--- config.mk ---
export PLATFORM = sky130hd
export DESIGN_NAME = pid_seq_ctrl
export DESIGN_NICKNAME = d
export VERILOG_FILES = /design/src/rtl/pid_pkg.sv /design/src/rtl/pid_tick_gen.sv /design/src/rtl/pid_seq_ctrl.sv
export SDC_FILE = /design/constraint.sdc
export NUM_CORES = 1
export LEC_CHECK = 0
export ABC_AREA = 1
export CORE_MARGIN = 5
export CORE_UTILIZATION = 30
export CTS_BUF_LIST = sky130_fd_sc_hd__clkbuf_16
export DETAILED_ROUTE_END_ITERATION = 8
export GPL_ROUTABILITY_DRIVEN = 0
export GPL_TIMING_DRIVEN = 0
export PLACE_DENSITY = 0.67
export SKIP_LAST_GASP = 1
export SLEW_MARGIN = 20
export SYNTH_ARGS = -nofsm -noshare
export SYNTH_HDL_FRONTEND = slang
export SYNTH_SLANG_ARGS = --single-unit
--- constraint.sdc ---
create_clock -name clk -period 3.8 [get_ports clk]
set_input_delay 0.76 -clock clk [delete_from_list [all_inputs] [get_ports clk]]
set_output_delay 0.76 -clock clk [all_outputs]
set_load 0.005 [all_outputs]
--- src/rtl/pid_pkg.sv ---
// pid_pkg: definitions shared by the PID sequencer and the integral stage.
//   N_DEF        default data width of yk/rk/ik/uk
//   INT_PIPE_LAT register depth of the integral stage (yk/rk stable -> sum valid)
//   state_t      sequencer FSM states
package pid_pkg;

  localparam int N_DEF        = 8;
  localparam int INT_PIPE_LAT = 2;

  typedef enum logic [2:0] {
    IDLE,
    REQ,
    WAIT_ADC,
    LOAD,
    PIPE,
    UPD_IK,
    UPD_IK1,
    OUT
  } state_t;

endpackage

--- src/rtl/pid_tick_gen.sv ---
// pid_tick_gen: sample-period divider for the PID sequencer.
// Ports:
//   clk   in  system clock, rising edge
//   reset in  asynchronous active-high reset
//   start in  1 = count 0..TS_DIV-1 and wrap, 0 = hold count at 0
//   tick  out high in the cycle the count equals TS_DIV-1 (while start=1)
module pid_tick_gen #(
  parameter int TS_DIV = 100
) (
  input  logic clk,
  input  logic reset,
  input  logic start,
  output logic tick
);

  localparam int CW = (TS_DIV > 1) ? $clog2(TS_DIV) : 1;

  logic [CW-1:0] cnt;
  logic          at_end;

  assign at_end = (cnt == CW'(TS_DIV - 1));
  assign tick   = start && at_end;

  always_ff @(posedge clk or posedge reset) begin
    if (reset)              cnt <= '0;
    else if (!start || at_end) cnt <= '0;
    else                    cnt <= cnt + CW'(1);
  end

endmodule

--- src/rtl/pid_seq_ctrl.sv ---
// pid_seq_ctrl: control sequencer upstream of the PID integral-term stage.
// Each sample tick: request an ADC conversion, latch measurement/setpoint onto
// yk/rk, wait out the integral pipeline, strobe enable_ik then enable_ik_1,
// and capture ik_in as uk_out with a one-cycle uk_valid. All outputs registered.
// Ports:
//   clk, reset            clock (rising) / asynchronous active-high reset
//   start                 level: 1 = free-run sampling, 0 = stop after current sequence
//   adc_data, adc_valid   conversion result and its single-cycle strobe
//   setpoint              reference, sampled in LOAD
//   ik_in                 integral-stage result
//   adc_req               single-cycle conversion request
//   yk, rk                registered measurement / reference to the integral stage
//   enable_ik, enable_ik_1 one-cycle strobes to the integral stage
//   uk_out, uk_valid      controller output and its one-cycle valid pulse
//   busy                  FSM not in IDLE
//   overrun, adc_err      sticky: tick while busy / ADC timeout
//   ovr_count             saturating overrun count; built only when
//                         PID_SEQ_OVR_COUNT_EN is defined, otherwise tied to 0
module pid_seq_ctrl
  import pid_pkg::*;
#(
  parameter int N        = N_DEF,
  parameter int PIPE_LAT = INT_PIPE_LAT,
  parameter int TS_DIV   = 100,
  parameter int ADC_TO   = 15
) (
  input  logic         clk,
  input  logic         reset,
  input  logic         start,
  input  logic [N-1:0] adc_data,
  input  logic         adc_valid,
  input  logic [N-1:0] setpoint,
  input  logic [N-1:0] ik_in,
  output logic         adc_req,
  output logic [N-1:0] yk,
  output logic [N-1:0] rk,
  output logic         enable_ik,
  output logic         enable_ik_1,
  output logic [N-1:0] uk_out,
  output logic         uk_valid,
  output logic         busy,
  output logic         overrun,
  output logic         adc_err,
  output logic [7:0]   ovr_count
);

  localparam int CMAX = (ADC_TO > PIPE_LAT) ? ADC_TO : PIPE_LAT;
  localparam int CW   = $clog2(CMAX + 1);

  state_t        state, nxt;
  logic [CW-1:0] cnt, cnt_nxt;
  logic [N-1:0]  adc_hold;
  logic          tick, timeout, ovr_evt;

  pid_tick_gen #(.TS_DIV(TS_DIV)) u_tick (
    .clk   (clk),
    .reset (reset),
    .start (start),
    .tick  (tick)
  );

  // One counter serves both the ADC wait and the pipeline wait; it is cleared
  // on the cycle before each of those states is entered.
  always_comb begin
    nxt     = state;
    cnt_nxt = cnt;
    timeout = 1'b0;
    case (state)
      IDLE:     if (tick) nxt = REQ;
      REQ: begin
        nxt     = WAIT_ADC;
        cnt_nxt = '0;
      end
      WAIT_ADC: begin
        if (adc_valid) begin
          nxt = LOAD;
        end else if (cnt == CW'(ADC_TO - 1)) begin
          nxt     = IDLE;
          timeout = 1'b1;
        end else begin
          cnt_nxt = cnt + CW'(1);
        end
      end
      LOAD: begin
        nxt     = PIPE;
        cnt_nxt = '0;
      end
      PIPE: begin
        if (cnt == CW'(PIPE_LAT - 1)) nxt = UPD_IK;
        else                          cnt_nxt = cnt + CW'(1);
      end
      UPD_IK:   nxt = UPD_IK1;
      UPD_IK1:  nxt = OUT;
      OUT:      nxt = IDLE;
      default:  nxt = IDLE;
    endcase
    // Ticks arriving while busy (including the OUT cycle) are dropped.
    ovr_evt = tick && (state != IDLE);
  end

  always_ff @(posedge clk or posedge reset) begin
    if (reset) begin
      state <= IDLE;
      cnt   <= '0;
    end else begin
      state <= nxt;
      cnt   <= cnt_nxt;
    end
  end

  // Control outputs are decoded from the next state so each is a register
  // that is high exactly while the FSM sits in the corresponding state.
  // adc_data is only valid alongside adc_valid, so it is held internally and
  // moved to yk together with rk at the LOAD edge.
  always_ff @(posedge clk or posedge reset) begin
    if (reset) begin
      adc_req     <= 1'b0;
      enable_ik   <= 1'b0;
      enable_ik_1 <= 1'b0;
      uk_valid    <= 1'b0;
      busy        <= 1'b0;
      overrun     <= 1'b0;
      adc_err     <= 1'b0;
      adc_hold    <= '0;
      yk          <= '0;
      rk          <= '0;
      uk_out      <= '0;
    end else begin
      adc_req     <= (nxt == REQ);
      enable_ik   <= (nxt == UPD_IK);
      enable_ik_1 <= (nxt == UPD_IK1);
      uk_valid    <= (nxt == OUT);
      busy        <= (nxt != IDLE);
      if (timeout) adc_err <= 1'b1;
      if (ovr_evt) overrun <= 1'b1;
      if (state == WAIT_ADC && adc_valid) adc_hold <= adc_data;
      if (state == LOAD) begin
        yk <= adc_hold;
        rk <= setpoint;
      end
      if (state == UPD_IK1) uk_out <= ik_in;
    end
  end

`ifdef PID_SEQ_OVR_COUNT_EN
  always_ff @(posedge clk or posedge reset) begin
    if (reset)                              ovr_count <= '0;
    else if (ovr_evt && ovr_count != 8'hFF) ovr_count <= ovr_count + 8'd1;
  end
`else
  assign ovr_count = '0;
`endif

endmodule

**Word level (Yosys, flattened, before mapping)**

Index checks and enable logic that the tools add are counted.

- $add $sub $neg: 2
- Eq/ne operators: 17
- Multiplexer cells: 13
- Reduce and logical (&&, ||, !) cells: 11

Operator list:

| cell | number |
|---|---|
| $pmux 3 s8 | 1 |
| $eq 3x3->1 const B | 7 |
| $mux 3 | 4 |
| $mux 4 | 3 |
| $pmux 4 s3 | 1 |
| $reduce_bool 3->1 | 3 |
| $add 7x1->7 const B | 1 |
| $eq 7x7->1 const B | 1 |
| $mux 7 | 1 |
| $eq 3x1->1 const B | 2 |
| $eq 3x2->1 const B | 2 |
| $ne 2x2->1 const B | 3 |
| $add 4x1->4 const B | 1 |
| $eq 4x1->1 const B | 1 |
| $eq 4x4->1 const B | 1 |
| $reduce_and 4->1 | 1 |
| $logic_and 1x1->1 | 3 |
| $logic_not 3->1 | 1 |
| $mux 1 | 3 |
| $reduce_or 2->1 | 1 |
| $logic_not 1->1 | 1 |
| $logic_or 1x1->1 | 1 |

- Register bits: 53
- Output and inout port bits: 39

**Depth between registers and ports, before layout**

Gate-level depths: netlist of run 1.

- Depth in word-level cells: 5
- Mapped depth: 9
- Mapped depth without buffers: 9

**Cells and area by module**

From an unflattened synthesis of run 1, not the netlist that was laid out.

- Cells, all modules: 247
- Area total of the unflattened synthesis: 2348.5 µm²

By module, submodules not included:

| module | instances | cells each | area an instance (µm²) |
|---|---|---|---|
| pid_seq_ctrl | 1 | 202 | 1980.6 |
| pid_tick_gen | 1 | 45 | 367.9 |

**Worst setup path after synthesis of run 1**

Ideal clock, no wire load.

- Path kind: input-to-reg
- From: input adc_valid
- To: register adc_hold[0]
- Arrival: 1.164 ns
- Required time: 3.674 ns
- Slack: 2.510 ns
- Stages: 4
- Buffers on the path: 1
- Cells stage by stage: inv_1 > nor2_4 > buf_6 > o21ai_0

- Cells in the longest elaborated chain, start to end: 1

RTL lines:

| what | RTL line | text |
|---|---|---|
| from (decl) | pid_seq_ctrl.sv:31 | `input logic adc_valid,` |
| $logic_and 1x1->1 | pid_seq_ctrl.sv:136 | `if (state == WAIT_ADC && adc_valid) adc_hold <= adc_data;` |
| to (signal assigned) | pid_seq_ctrl.sv:136 |  |
| to (decl) | pid_seq_ctrl.sv:52 | `logic [N-1:0] adc_hold;` |

Every way passes these cells.
A chain may end at the register's enable or synchronous reset.

**Worst setup path after layout of run 1**

- From: register yk[1]
- To: output yk[1]

RTL lines:

| what | RTL line | text |
|---|---|---|
| from (decl) | pid_seq_ctrl.sv:35 | `output logic [N-1:0] yk,` |
| from (signal assigned) | pid_seq_ctrl.sv:138 | `yk <= adc_hold;` |

No word-level cell between the ends.

==> metrics.txt, run 1 <==
Worst VDD drop=161 µV; total of warnings raised by yosys=0; CP Data Required Time=3040 ps; CP cell instances=clkdlybuf4s50_1; Crit path arrival time=1170 ps; minimum hold slack=469 ps; fraction of post-synthesis cell area in the top cell type by area=0.564; number of core rows=32; final wirelength=4950 µm; RSZ-0062 raised after global routing=false; boundary pin count=67; register area share after synthesis=0.564; CTS Root Cell=sky130_fd_sc_hd__clkbuf_16; leading post-synthesis cells by cell area=sky130_fd_sc_hd__dfrtp_1 56%, sky130_fd_sc_hd__nand2_1 12%, sky130_fd_sc_hd__o21ai_0 4.3%; count of max-cap constraint violations=0; CP delay by family, top=buffers and inverters; max incr delay on CP=520 ps; post-synthesis cell count=254; worst clock skew=4.73 ps; total global routing track utilization=0.106; number of input and output port buffers inserted=58; Hold Violations, Final=0; leakage=1.57 nW; kind of end point of the critical path=primary output; DRT Pass-1 Iters=4; share of cells above drive strength 1=0.122; clock buffer count from CTS=5; pin count of the biggest net entering global routing=32; post-CTS clock slew at the launch and capture registers of the worst setup and hold paths=60 ps; count of instances resized after the clock tree is built=0; final worst path period share=0.507; remaining number of nets flagged by the antenna check after routing=0; post-synthesis instance area=0.00235 mm²; via count of the routed design=1806; Die X-Extent=98.5 µm; area added between synthesis and finish=38.0%; cell taking the most area after synthesis=sky130_fd_sc_hd__dfrtp_1; final count of pins violating max slew=0; vias in the first global route=1784; worst-path fanout max=2; worst-skew pair later-pin latency=290 ps; DR vias/cell=4.20; total setup violations reported at the end of the flow=0; critical path startpoint category=flip-flop; slowest cell on the critical path=sky130_fd_sc_hd__clkdlybuf4s50_1; actual transition at the worst max-transition pin=522 ps; worst relative slew slack=0.649; number of standard cells in the layout, taps in and fillers out=430; wire per inst=11.5 µm; Post-CTS Hold Fix Bufs=0; count of buffers added by post-CTS timing repair for setup=0; clock sink total=53; run status=finished clean; maximum frequency from static timing analysis=519 MHz; total power of the final layout=0.00113 W; die area=0.00970 mm²; starting density of the core=0.306; GR Overflow Total=0; first-pass GRT wire length=8400 µm; Synth Register Bits=53; cell area power density=350 mW/mm²; min-delay worst type=flip-flop to flip-flop; Detailed Place HPWL=3670 µm; Place WS=1780 ps; fin crit period=1930 ps; floorplan core area=0.00769 mm²; initial antenna violation count=0; CP bufs+invs=1; DR DRC count=0; net total in the final layout=359; Ant. Diodes=0; post-synthesis area per instance=9.25 µm²; first-iteration detailed-routing DRC count=71; TritonCTS clock tree=yes; Post-Place Cells=422; count of different cell masters after synthesis=24; maximum number of buffers from clock root to sink=2; total number of H-tree levels=2; aggregate negative setup slack=0 ps; critical path class=flip-flop to primary output; Worst Setup Slack, final=1870 ps; vertical die dimension=98.5 µm
[flip-flops by register name (all words and copies together), names as in the netlist]
name and flops:
adc_hold 8, rk 8, enable_ik_1 1, adc_err 1, busy 1, adc_req 1
cnt 4, uk_valid 1, enable_ik 1, uk_out 8, state 3, u_tick.cnt 7
overrun 1, yk 8
[final timing paths]
check                              start       endpoint  slack, ps  cells past startpoint
min in group asynchronous          reset          rk[2]        810                      2
max                                yk[1]          yk[1]       1870                      1
min reg2reg                u_tick.cnt[0]  u_tick.cnt[0]        470                      1
max in group asynchronous          reset    enable_ik_1       2460                      3
min                        u_tick.cnt[0]  u_tick.cnt[0]        470                      1
max reg2reg                     state[1]         cnt[3]       2350                      6
[Yosys cell counts]
library cell / n
sky130_fd_sc_hd__nand3_4: 1
sky130_fd_sc_hd__nor3b_1: 2
sky130_fd_sc_hd__ha_1: 4
sky130_fd_sc_hd__inv_1: 24
sky130_fd_sc_hd__inv_2: 3
sky130_fd_sc_hd__mux2_2: 7
sky130_fd_sc_hd__xor2_1: 1
sky130_fd_sc_hd__conb_1: 1
sky130_fd_sc_hd__nor2_2: 2
sky130_fd_sc_hd__nor2_1: 22
sky130_fd_sc_hd__dfrtp_1: 53
sky130_fd_sc_hd__nand2_1: 76
sky130_fd_sc_hd__nor2_4: 2
sky130_fd_sc_hd__mux2_4: 1
sky130_fd_sc_hd__nand3_1: 11
sky130_fd_sc_hd__buf_4: 9
sky130_fd_sc_hd__buf_2: 1
sky130_fd_sc_hd__nand4_1: 1
sky130_fd_sc_hd__nand2_2: 3
sky130_fd_sc_hd__a21oi_1: 4
sky130_fd_sc_hd__o21bai_1: 2
sky130_fd_sc_hd__buf_6: 3
sky130_fd_sc_hd__xnor2_1: 1
sky130_fd_sc_hd__o21ai_0: 20
[cell families after synthesis]
| group | after synthesis | synth area share |
|---|---|---|
| AO/OA/AOI/OAI | 26 | 0.0575 |
| XOR/XNOR | 2 | 0.00746 |
| adder cells (fa/ha/maj) | 4 | 0.0213 |
| buffers and inverters | 40 | 0.0884 |
| flip-flops | 53 | 0.564 |
| multiplexers | 8 | 0.0399 |
| other | 1 | 0.00160 |
| AND/OR/NAND/NOR | 120 | 0.219 |
[cells in the final DEF (no fill, tap or decap), types with 2 or more instances in the layout]
| cell | instances |
|---|---|
| sky130_fd_sc_hd__dfrtp_1 | 53 |
| sky130_fd_sc_hd__mux2_2 | 7 |
| sky130_fd_sc_hd__conb_1 | 8 |
| sky130_fd_sc_hd__clkdlybuf4s50_1 | 58 |
| sky130_fd_sc_hd__o21ai_0 | 20 |
| sky130_fd_sc_hd__inv_2 | 4 |
| sky130_fd_sc_hd__nand3_1 | 11 |
| sky130_fd_sc_hd__clkinv_1 | 2 |
| sky130_fd_sc_hd__a21oi_1 | 4 |
| sky130_fd_sc_hd__clkbuf_16 | 5 |
| sky130_fd_sc_hd__nand2_1 | 76 |
| sky130_fd_sc_hd__nor2_1 | 22 |
| sky130_fd_sc_hd__nor2_2 | 2 |
| sky130_fd_sc_hd__nor3b_1 | 2 |
| sky130_fd_sc_hd__nand2_2 | 3 |
| sky130_fd_sc_hd__nor2_4 | 2 |
| sky130_fd_sc_hd__buf_6 | 3 |
| sky130_fd_sc_hd__buf_4 | 9 |
| sky130_fd_sc_hd__ha_1 | 4 |
| sky130_fd_sc_hd__inv_1 | 23 |
| sky130_fd_sc_hd__o21bai_1 | 2 |
[layer usage]
| layer | part of all wire | vias to the layer above | global-route usage |
|---|---|---|---|
| met5 | 0 | - | 0 |
| li1 | - | 920 | - |
| met3 | 0.066 | 2 | 0.0396 |
| met1 | 0.43 | 839 | 0.127 |
| met4 | 0.0034 | 0 | 0.0252 |
| met2 | 0.50 | 45 | 0.180 |
[where the power goes]
| part | internal [W] | switching [W] | total, W |
|---|---|---|---|
| sequential | 0.000587 | 0.0000110 | 0.000598 |
| clock | 0.000239 | 0.000192 | 0.000430 |
| combinational | 0.0000677 | 0.0000390 | 0.000107 |
[per-stage QoR]
step,area (µm²),utilization
6_report,3240,0.422
4_1_cts,3240,0.422
2_1_floorplan,2380,-
3_3_place_gp,3080,0.401
5_1_grt,3240,0.422
3_5_place_dp,3100,0.404
[layout make-up]
class,count,area (µm²)
Sequential cell,53,1330
Tap cell,102,128
Clock inverter,3,12.5
Inverter,27,101
Timing Repair Buffer,59,601
Fill cell,739,4450
Multi-Input combinational cell,168,842
Clock buffer,5,125
Buffer,13,106
Power figures use the tool's default switching activity.
==> run 2: changes to the inputs <==
- clock period: 3.8 -> 1.8 ns (I/O delays scaled with it)
==> results of run 2 <==
The final DEF is identical to that of run 1. Status: finished clean.
Among the figures that moved: setup slack after placement 1780 ps -> 178 ps; clock-pin slew on the worst setup and hold paths 60 ps -> 70 ps; setup slack after layout 1870 ps -> 273 ps; hold slack 469 ps -> 414 ps; register-to-register setup slack 2350 ps -> 350 ps; total power 0.00113 W -> 0.00239 W; worst IR drop on VDD 161 µV -> 341 µV
==> run 3: changes to the inputs <==
- clock period: 1.8 -> 1.47 ns (I/O delays scaled with it)
==> run 3 against run 2 <==
Compared with the run above: clock-buffer cell count unchanged; routed wire length increased by 1.5%; die area unchanged; critical path type unchanged; largest power group unchanged; largest cell class unchanged; non-clock buffer count increased by 5.
==> metrics.txt, run 3 (synthesis results as in run 1) <==
Worst VDD drop=598 µV; final wirelength=5020 µm (+1.5%); count of max-cap constraint violations=0 (unchanged); fill cell total of the finished layout=753 (+1.9%); Detailed Place HPWL=3690 µm (+0.52%); DR vias/cell=4.16 (-0.98%); number of core rows=32 (unchanged); most common cell after layout, fill and taps aside=sky130_fd_sc_hd__nand2_1; vertical die dimension=98.5 µm (unchanged); GR Overflow Total=0 (unchanged); initial antenna violation count=0 (unchanged); wire per inst=11.6 µm (+0.58%); via count of the routed design=1805 (-0.055%); slowest cell on the critical path=sky130_fd_sc_hd__clkdlybuf4s50_1; maximum number of buffers from clock root to sink=2 (unchanged); fin crit period=1420 ps; DR DRC count=0 (unchanged); post-CTS clock slew at the launch and capture registers of the worst setup and hold paths=70 ps; final count of pins violating max slew=0 (unchanged); net total in the final layout=364 (+1.4%); min-delay worst type=input port to asynchronous set/reset pin; maximum frequency from static timing analysis=702 MHz; final worst path period share=0.969; remaining number of nets flagged by the antenna check after routing=0 (unchanged); total power of the final layout=0.00289 W; floorplan core area=0.00769 mm² (unchanged); RSZ-0062 raised after global routing=true; worst clock skew=9.42 ps (+4.69 ps); vias in the first global route=1867 (+4.7%); Crit path arrival time=1130 ps (-40 ps); DRT Pass-1 Iters=4 (unchanged); kind of end point of the critical path=primary output; cells on worst reg2reg path=6 (unchanged); Post-Place Cells=422 (unchanged); cell area power density=874 mW/mm²; clock buffer count from CTS=5 (unchanged); Place WS=-102 ps; CP cell instances=clkdlybuf4s50_1; Hold Violations, Final=0 (unchanged); clock sink total=53 (unchanged); area added between synthesis and finish=40.9%; critical path startpoint category=flip-flop; run status=finished clean; CP bufs+invs=1 (unchanged); critical path class=flip-flop to primary output; CP delay by family, top=buffers and inverters; Post-CTS Hold Fix Bufs=0 (unchanged); number of input and output port buffers inserted=58 (unchanged); total number of H-tree levels=2 (unchanged); boundary pin count=67 (unchanged); TritonCTS clock tree=yes; total global routing track utilization=0.107 (+0.00142); final core utilization=0.431 (+0.00895); Ant. Diodes=0 (unchanged); depth of the critical timing path with buffers and inverters included=1 (unchanged); die area=0.00970 mm² (unchanged); share of cells above drive strength 1=0.142 (+0.0196); Worst Setup Slack, final=46.1 ps; CP Data Required Time=1180 ps; commonest cells after routing, fill and taps aside=76 x sky130_fd_sc_hd__nand2_1, 51 x sky130_fd_sc_hd__dfrtp_1, 46 x sky130_fd_sc_hd__clkdlybuf4s50_1; worst-path fanout max=2 (unchanged); first-iteration detailed-routing DRC count=78 (+9.9%); CTS Root Cell=sky130_fd_sc_hd__clkbuf_16; pin count of the biggest net entering global routing=34 (+6.3%); total setup violations reported at the end of the flow=0 (unchanged); number of standard cells in the layout, taps in and fillers out=434 (+0.93%); starting density of the core=0.306 (unchanged); max incr delay on CP=510 ps (about the same); first-pass GRT wire length=8670 µm (+3.3%); Die X-Extent=98.5 µm (unchanged); worst-skew pair later-pin latency=280 ps (about the same); leakage=1.67 nW (+6.7%)
[run 3: worst paths after layout]
check                              startpoint             to  slack [ps]
worst max register to register       state[0]    adc_hold[4]         100
worst max-delay path                    rk[7]          rk[7]          50
worst min-delay path                    reset        overrun         380
worst min register to register  u_tick.cnt[0]  u_tick.cnt[0]         460
max in group asynchronous               reset       state[2]         570
min in group clk                u_tick.cnt[0]  u_tick.cnt[0]         460
[run 3: power by group]
part | internal, W | switching [W]
Sequential | 0.00152 | 0.0000271
Clock | 0.000610 | 0.000467
Combinational | 0.000171 | 0.000102
Total | 0.00230 | 0.000597
[run 3: cell type report]
class | count | area [µm²] | area share
Clock buffer | 5 | 125 | 0.0378
Clock inverter | 2 | 7.51 | 0.00227
Timing Repair Buffer | 64 | 661 | 0.200
Inverter | 27 | 105 | 0.0317
Sequential cell | 53 | 1330 | 0.401
Buffer | 13 | 106 | 0.0321
Tap cell | 102 | 128 | 0.0385
Multi-Input combinational cell | 168 | 850 | 0.257
[run 3: timing repair]
item                                    4_1_cts  5_1_grt
setup buffers                                 0        5
pin swaps                                     0        1
gates resized for setup                       2       16
endpoints found under the setup margin        2       24
[run 3: layer usage]
metal	up-vias	track usage	part of all wire
li1	931	-	-
met1	829	0.131	0.44
met2	43	0.188	0.50
met3	2	0.0361	0.060
met4	0	0.0158	0.0016
met5	-	0	0
[run 3: stage by stage]
step | hold WS [ps] | setup TNS (ps) | cell area [µm²]
finish | 377 | 0 | 3310
global route | 417 | -94.7 | 3310
CTS | 395 | 0 | 3240
detailed placement | 456 | -762 | 3110
global placement | 446 | -6780 | 3090
floorplan | 355 | 0 | 2380
